**src/rtl/mdu_seq_pkg.sv**
```systemverilog
`default_nettype none
// ----------------------------------------------------------------------------
// mdu_seq_pkg : ALU op encodings and op-class helpers for the sequential MDU.
// Revision    : 1.0
// ----------------------------------------------------------------------------
package mdu_seq_pkg;

  localparam logic [4:0] ALU_MUL    = 5'h10;
  localparam logic [4:0] ALU_MULH   = 5'h11;
  localparam logic [4:0] ALU_MULHSU = 5'h12;
  localparam logic [4:0] ALU_MULHU  = 5'h13;
  localparam logic [4:0] ALU_DIV    = 5'h14;
  localparam logic [4:0] ALU_DIVU   = 5'h15;
  localparam logic [4:0] ALU_REM    = 5'h16;
  localparam logic [4:0] ALU_REMU   = 5'h17;

  function automatic logic is_mul_op(input logic [4:0] op);
    return op inside {ALU_MUL, ALU_MULH, ALU_MULHSU, ALU_MULHU};
  endfunction

  function automatic logic is_div_op(input logic [4:0] op);
    return op inside {ALU_DIV, ALU_DIVU, ALU_REM, ALU_REMU};
  endfunction

  function automatic logic is_rem_op(input logic [4:0] op);
    return op inside {ALU_REM, ALU_REMU};
  endfunction

  // Operand a is src1, operand b is src2.
  function automatic logic a_signed_op(input logic [4:0] op);
    return op inside {ALU_MULH, ALU_MULHSU, ALU_DIV, ALU_REM};
  endfunction

  function automatic logic b_signed_op(input logic [4:0] op);
    return op inside {ALU_MULH, ALU_DIV, ALU_REM};
  endfunction

endpackage
`default_nettype wire

```
**src/rtl/mdu_seq.sv**
```systemverilog
`default_nettype none
// ----------------------------------------------------------------------------
// mdu_seq : 1 bit/cycle shift-add multiplier and restoring divider.
// Revision: 1.0
// ----------------------------------------------------------------------------
module mdu_seq
  import mdu_seq_pkg::*;
#(
  parameter int XLEN = 32
) (
  input  logic            clock,
  input  logic            reset,
  input  logic            flush,
  input  logic            in_valid,
  output logic            in_ready,
  input  logic [4:0]      alu_op,
  input  logic            s_32,
  input  logic [XLEN-1:0] src1,
  input  logic [XLEN-1:0] src2,
  output logic            out_valid,
  input  logic            out_ready,
  output logic [XLEN-1:0] result
);

  localparam int CW  = $clog2(XLEN) + 1;
  localparam int WSH = XLEN - 32;
  localparam logic [1:0] IDLE  = 2'd0;
  localparam logic [1:0] CALC  = 2'd1;
  localparam logic [1:0] FIXUP = 2'd2;
  localparam logic [1:0] DONE  = 2'd3;

  function automatic logic [XLEN-1:0] ext32(input logic [31:0] v, input logic sgn);
    logic [XLEN-1:0] r;
    r       = {XLEN{sgn & v[31]}};
    r[31:0] = v;
    return r;
  endfunction

  logic [1:0]        state_q, state_d;
  logic [CW-1:0]     cnt_q, cnt_d;
  logic [4:0]        op_q, op_d;
  logic              w32_q, w32_d, neg_q, neg_d, rneg_q, rneg_d;
  logic [XLEN-1:0]   b_q, b_d;
  logic [2*XLEN-1:0] acc_q, acc_d;
  logic              out_valid_q, out_valid_d;
  logic [XLEN-1:0]   result_q, result_d;

  logic              w_w32, w_a_neg, w_b_neg, w_div0, w_ovf, w_fast;
  logic [XLEN-1:0]   w_a_ext, w_b_ext, w_a_mag, w_b_mag, w_min, w_fast_res;
  logic [XLEN-1:0]   w_hi, w_lo, w_quo, w_rem, w_fix;
  logic [XLEN:0]     w_sum, w_sh, w_diff;
  logic [2*XLEN-1:0] w_mul_next, w_div_next, w_prod, w_prod_s;
  logic [CW-1:0]     w_last;

  // Request decode: W-variants narrow both operands to their low 32 bits first.
  always_comb begin
    w_w32   = (XLEN == 64) && s_32;
    w_a_ext = w_w32 ? ext32(src1[31:0], a_signed_op(alu_op)) : src1;
    w_b_ext = w_w32 ? ext32(src2[31:0], b_signed_op(alu_op)) : src2;
    w_a_neg = a_signed_op(alu_op) & w_a_ext[XLEN-1];
    w_b_neg = b_signed_op(alu_op) & w_b_ext[XLEN-1];
    w_a_mag = w_a_neg ? -w_a_ext : w_a_ext;
    w_b_mag = w_b_neg ? -w_b_ext : w_b_ext;
    w_min   = w_w32 ? ext32(32'h8000_0000, 1'b1) : {1'b1, {(XLEN-1){1'b0}}};
    w_div0  = is_div_op(alu_op) && (w_b_ext == '0);
    w_ovf   = ((alu_op == ALU_DIV) || (alu_op == ALU_REM)) &&
              (w_a_ext == w_min) && (w_b_ext == '1);
    w_fast  = !(is_mul_op(alu_op) || is_div_op(alu_op)) || w_div0 || w_ovf;
    w_fast_res = '0;
    if (w_div0) begin
      w_fast_res = is_rem_op(alu_op) ? w_a_ext : '1;
    end else if (w_ovf) begin
      w_fast_res = is_rem_op(alu_op) ? '0 : w_a_ext;
    end
    if (w_w32) begin
      w_fast_res = ext32(w_fast_res[31:0], 1'b1);
    end
  end

  // Shared accumulator: {partial product | remainder, multiplier | quotient}.
  always_comb begin
    w_hi       = acc_q[2*XLEN-1:XLEN];
    w_lo       = acc_q[XLEN-1:0];
    w_sum      = {1'b0, w_hi} + (w_lo[0] ? {1'b0, b_q} : '0);
    w_mul_next = {w_sum, w_lo[XLEN-1:1]};
    w_sh       = {w_hi, w_lo[XLEN-1]};
    w_diff     = w_sh - {1'b0, b_q};
    w_div_next = w_diff[XLEN] ? {w_sh[XLEN-1:0], w_lo[XLEN-2:0], 1'b0}
                              : {w_diff[XLEN-1:0], w_lo[XLEN-2:0], 1'b1};
    w_last     = w32_q ? CW'(31) : CW'(XLEN - 1);
  end

  always_comb begin
    w_prod   = w32_q ? (acc_q >> WSH) : acc_q;
    w_prod_s = neg_q ? -w_prod : w_prod;
    w_quo    = neg_q ? -w_lo : w_lo;
    w_rem    = rneg_q ? -w_hi : w_hi;
    case (op_q)
      ALU_MUL:                         w_fix = w_prod_s[XLEN-1:0];
      ALU_MULH, ALU_MULHSU, ALU_MULHU: w_fix = w_prod_s[2*XLEN-1:XLEN];
      ALU_DIV, ALU_DIVU:               w_fix = w_quo;
      default:                         w_fix = w_rem;
    endcase
    if (w32_q) begin
      w_fix = ext32(w_fix[31:0], 1'b1);
    end
  end

  always_comb begin
    state_d     = state_q;
    cnt_d       = cnt_q;
    op_d        = op_q;
    w32_d       = w32_q;
    neg_d       = neg_q;
    rneg_d      = rneg_q;
    b_d         = b_q;
    acc_d       = acc_q;
    out_valid_d = out_valid_q;
    result_d    = result_q;
    case (state_q)
      IDLE: begin
        if (in_valid) begin
          op_d   = alu_op;
          w32_d  = w_w32;
          neg_d  = w_a_neg ^ w_b_neg;
          rneg_d = w_a_neg;
          cnt_d  = '0;
          if (is_mul_op(alu_op)) begin
            b_d   = w_a_mag;
            acc_d = {{XLEN{1'b0}}, w_b_mag};
          end else begin
            b_d   = w_b_mag;
            acc_d = {{XLEN{1'b0}}, (w_w32 ? (w_a_mag << WSH) : w_a_mag)};
          end
          if (w_fast) begin
            state_d     = DONE;
            out_valid_d = 1'b1;
            result_d    = w_fast_res;
          end else begin
            state_d = CALC;
          end
        end
      end
      CALC: begin
        acc_d = is_mul_op(op_q) ? w_mul_next : w_div_next;
        cnt_d = cnt_q + CW'(1);
        if (cnt_q == w_last) begin
          state_d = FIXUP;
          cnt_d   = '0;
        end
      end
      FIXUP: begin
        result_d    = w_fix;
        out_valid_d = 1'b1;
        state_d     = DONE;
      end
      DONE: begin
        if (out_ready) begin
          state_d     = IDLE;
          out_valid_d = 1'b0;
        end
      end
      default: state_d = IDLE;
    endcase
    if (flush) begin
      state_d     = IDLE;
      out_valid_d = 1'b0;
      cnt_d       = '0;
    end
  end

  always_ff @(posedge clock) begin
    if (reset) begin
      state_q     <= IDLE;
      cnt_q       <= '0;
      op_q        <= '0;
      w32_q       <= 1'b0;
      neg_q       <= 1'b0;
      rneg_q      <= 1'b0;
      b_q         <= '0;
      acc_q       <= '0;
      out_valid_q <= 1'b0;
      result_q    <= '0;
    end else begin
      state_q     <= state_d;
      cnt_q       <= cnt_d;
      op_q        <= op_d;
      w32_q       <= w32_d;
      neg_q       <= neg_d;
      rneg_q      <= rneg_d;
      b_q         <= b_d;
      acc_q       <= acc_d;
      out_valid_q <= out_valid_d;
      result_q    <= result_d;
    end
  end

  assign in_ready  = (state_q == IDLE);
  assign out_valid = out_valid_q;
  assign result    = result_q;

endmodule
`default_nettype wire

```
**config.mk**
```make
export PLATFORM = sky130hd
export DESIGN_NAME = mdu_seq
export DESIGN_NICKNAME = d
export VERILOG_FILES = /design/src/rtl/mdu_seq_pkg.sv /design/src/rtl/mdu_seq.sv
export SDC_FILE = /design/constraint.sdc
export NUM_CORES = 1
export LEC_CHECK = 0
export CAP_MARGIN = 30
export CORE_MARGIN = 2
export CORE_UTILIZATION = 45
export CTS_CLUSTER_SIZE = 30
export DETAILED_ROUTE_END_ITERATION = 8
export PLACE_DENSITY_LB_ADDON = 0.25
export RECOVER_POWER = 100
export SLEW_MARGIN = 10
export SYNTH_ARGS = -nofsm -noshare
export SYNTH_HDL_FRONTEND = slang
export SYNTH_SLANG_ARGS = --single-unit
```
**constraint.sdc**
```tcl
create_clock -name clock -period 3.55 [get_ports clock]
set_input_delay 0.71 -clock clock [delete_from_list [all_inputs] [get_ports clock]]
set_output_delay 0.71 -clock clock [all_outputs]
set_load 0.02 [all_outputs]
```
==> results.md <==
Clocking:
- The total number of H-tree levels is 4.
- The number of buffers on the longest clock path is 2.
- The clock buffer count from CTS is 17.
- The clock slew at the register clock pins of the worst setup and hold paths is 0.07 ns.
- The cell sitting at the root of the clock tree is a clkbuf_16.
- The clock latency reported for the late side of the worst-skew pair is 0.44 ns.
- The number of buffers inserted to repair setup after CTS is 0.
- The clock sink total is 144.
- The TritonCTS clock tree is done.
- The number of buffers inserted by hold repair at cts is 0.

Run status:
- The run finished, with violations left.
- The final reports fail on max-capacitance violations, max-slew violations.

Placement:
- The congestion estimate from routability-driven global placement came to 0.991.
- The count of input and output buffers is 107.
- The placed wire-length estimate is 51300 um.
- The post-detailed-placement cell area is 0.0182 mm^2.

Synth:
- The cell area after technology mapping is 0.0150 mm^2.
- The fraction of registers with async set or reset after synthesis is 0%.
- By area the synthesized netlist is led by dfxtp_1 (19%), nand2_1 (6.5%), ha_1 (6.2%), xnor2_1 (5.9%), a21oi_1 (5.9%).
- For this run, the register share of the synthesized area comes to 19.3%.
- The total of flip-flops plus latches after synthesis is 144.
- The mean instance size in the synthesized netlist is 7.04 um^2.
- Synthesis produced 2126 cells.
- Yosys instantiated no cell more often than nand2_1.
- Yosys printed 0 warnings.
- The count of flip-flops with a built-in enable after synthesis is 0.
- Among all flip-flop cells after synthesis, the most frequent one is dfxtp_1.
- The library cell occupying the most area in the post-synthesis netlist is dfxtp_1.
- After synthesis, the most frequently instantiated cells are nand2_1 (261), nor2_1 (192), a21oi_1 (176).
- Of the post-synthesis cell area, the dominant cell type holds 19.3%.
- The net count after synthesis is 2277.
- The count of distinct cell types in the synthesized netlist is 89.

Timing:
- The final count of pins violating max slew was 48.
- The clock skew after layout is 0.0107 ns.
- The fmax is 0.291 GHz.
- The fraction of the cycle the final worst path needs is 96.8%.
- Setup violations remaining at the end of the flow were counted as 0.
- The minimum period implied by the final worst setup slack is 3.44 ns.
- Setup repair after global routing left no endpoint under its margin.
- The total count of hold-check failures in the final report came to 0.
- At the pin with the least slew margin, the transition time is 1.58 ns.
- The worst pin sits at a relative slew slack of -6.23%.

Critical path:
- The reg2reg setup slack is 0.11 ns.
- At the worst endpoint, the arrival time is 3.78 ns.
- Along the worst path, the maximum fanout reaches 5.
- The worst register-to-register path begins at acc_q[32].
- The element type at the critical path end is a register.
- The critical path startpoint category is a register.
- The end of the worst register-to-register path is result[28].
- The most critical setup path has its endpoint at result[28].
- The worst setup path is of the register to register kind.
- The number of cells on the worst reg-to-reg path is 13.
- For the worst setup path, the data required time is 3.89 ns.
- The source of the critical timing path is acc_q[32].

Global routing:
- The overflow left after global routing is 0.
- The number of antenna violations at the first check in global routing is 1.
- Across every metal layer, demand over resource in global routing totals 35.7%.
- The via count of the first global-routing pass is 16600.
- The largest net degree at the start of global routing is 57.
- The global-route wire length before repair is 97200 um.

Layout:
- Measured on the finished design, the core utilization comes to 57.5%.
- With fillers left out, the area of the finished cells amounts to 0.0187 mm^2.
- The post-route netlist has 15.1% of its cells at a drive strength greater than 1.
- For this run, the post-layout net count is 2527.
- The synthesis-to-layout area growth is 25.3%.

Hold path:
- The path category of the worst min-delay check is register to register.

Floorplanning:
- The die covers 0.0347 mm^2.
- The placement row count is 66.
- The floorplan step set the die height to 186 um.
- The core outline area is 0.0326 mm^2.
- The x dimension of the die is 186 um.
- The starting utilization of the core area is 45.9%.
- During I/O placement, the number of pins put on the boundary was 109.

Routing:
- For this run, design rule violations remaining after detail routing come to 0.
- Using the TritonRoute via totals, the vias-per-cell ratio works out to 6.27.
- For this run, the detailed router's first-pass iteration total came to 7.
- The initial DRC count is 2289.
- In this run the remaining antenna-violating nets after routing total 0.
- For this block, the routed nets add up to 63700 um of wire.
- The detailed router placed 17700 vias in this run.
- The post-detailed-route wirelength per cell is 22.5 um.

Power:
- In this run the power density over the cells is 312 mW/mm^2.
- The static leakage is 0.00747 uW.
- The worst-case IR drop observed on VDD is 379 uV.

Run:
- The tool flagged a number of max-cap violations equal to 2.
==> critical path, stage by stage, from the launching register on <==
cell and delay (ns):
dfxtp_1 0.35, buf_4 0.16, inv_1 0.15, ha_1 0.23, nor3b_1 0.19, buf_2 0.19
nand3b_4 0.08, or3_4 0.34, or3_4 0.37, or4_4 0.44, o21ai_2 0.14, xor2_1 0.20
o221ai_2 0.17, a32o_1 0.31
==> flip-flops by register name, summed over array words and instances, names as in the netlist <==
name,cells
neg_q,1
acc_q,64
out_valid,1
state_q,2
cnt_q,6
op_q,5
rneg_q,1
result,32
b_q,32
==> worst min path at each step <==
stage | startpoint | endpoint | slack [ns] | cells after the start
floorplan | b_q[10] | b_q[10] | 0.43 | 2
global placement | result[16] | result[16] | 0.44 | 2
detailed placement | result[30] | result[30] | 0.44 | 2
CTS | result[16] | result[16] | 0.45 | 2
global route | result[30] | result[30] | 0.47 | 2
finish | result[30] | result[30] | 0.45 | 2
==> cell usage in the layout, fill, tap and decap left out, types with 19 or more instances in the layout <==
cell type	Yosys	layout
xor2_1	92	92
a21o_1	21	21
clkdlybuf4s50_1	0	70
o21ai_0	145	151
nand4_1	25	25
o211ai_1	44	44
mux2i_1	36	36
o21ai_1	30	25
a21oi_1	176	174
clkbuf_1	138	22
nor2_1	192	188
or3_1	31	30
dlygate4sd3_1	0	36
ha_1	74	74
nand2b_1	20	19
nand2_1	261	261
o31ai_1	28	28
a211oi_1	57	56
buf_4	3	241
dfxtp_1	144	143
nand3_1	45	44
inv_1	60	59
nor3_1	59	57
or4_1	20	20
a22oi_1	26	26
xnor2_1	101	101
a31oi_1	25	24
==> per-stage QoR <==
step,hold slack [ns],setup WS [ns],setup TNS (ns),instances,total power (uW)
after floorplan,0.432,0.294,0,2126,3090
after global placement,0.437,-0.311,-6.85,2798,3950
after detailed placement,0.440,-0.442,-11.12,2798,3980
after CTS,0.451,0.0128,0,2830,5820
after global routing,0.468,0.00799,0,2831,6070
final,0.448,0.115,0,2832,5850
==> routing by layer <==
layer,track usage (%),up-vias,wire [um]
met3,5.91,141,5460
met4,14.7,0,2700
met2,55.9,870,28300
li1,-,8287,-
met5,0,-,0
met1,48.7,8446,27300
==> area by class of cell <==
cell class,count,area (um^2)
clock buffers,20,467
multi-input cells,1759,11300
well taps,442,553
inverters,62,234
repair buffers,392,3180
diodes,1,2.50
flip-flops and latches,144,2880
clock inverters,12,124
fillers,3184,13900
==> cells by family after synthesis <==
| group | after synthesis | share of synthesized area (%) |
|---|---|---|
| AND/OR/NAND/NOR | 754 | 24.0 |
| buffers and inverters | 223 | 5.97 |
| AO/OA/AOI/OAI | 698 | 30.4 |
| XOR/XNOR | 193 | 11.3 |
| flip-flops | 144 | 19.3 |
| adder cells (fa/ha/maj) | 76 | 6.46 |
| multiplexers | 38 | 2.56 |
==> where the power goes <==
group          total (uW)  internal, uW  switching, uW
logic                2140           852           1290
clock network        1860          1040            826
registers            1840          1720            118
==> timing repair <==
item | 4_1_cts | 5_1_grt
pin swaps | 0 | 1
resized for setup | 2 | 22
setup endpoints to repair | 2 | 62
Power figures use the tool's default switching activity.
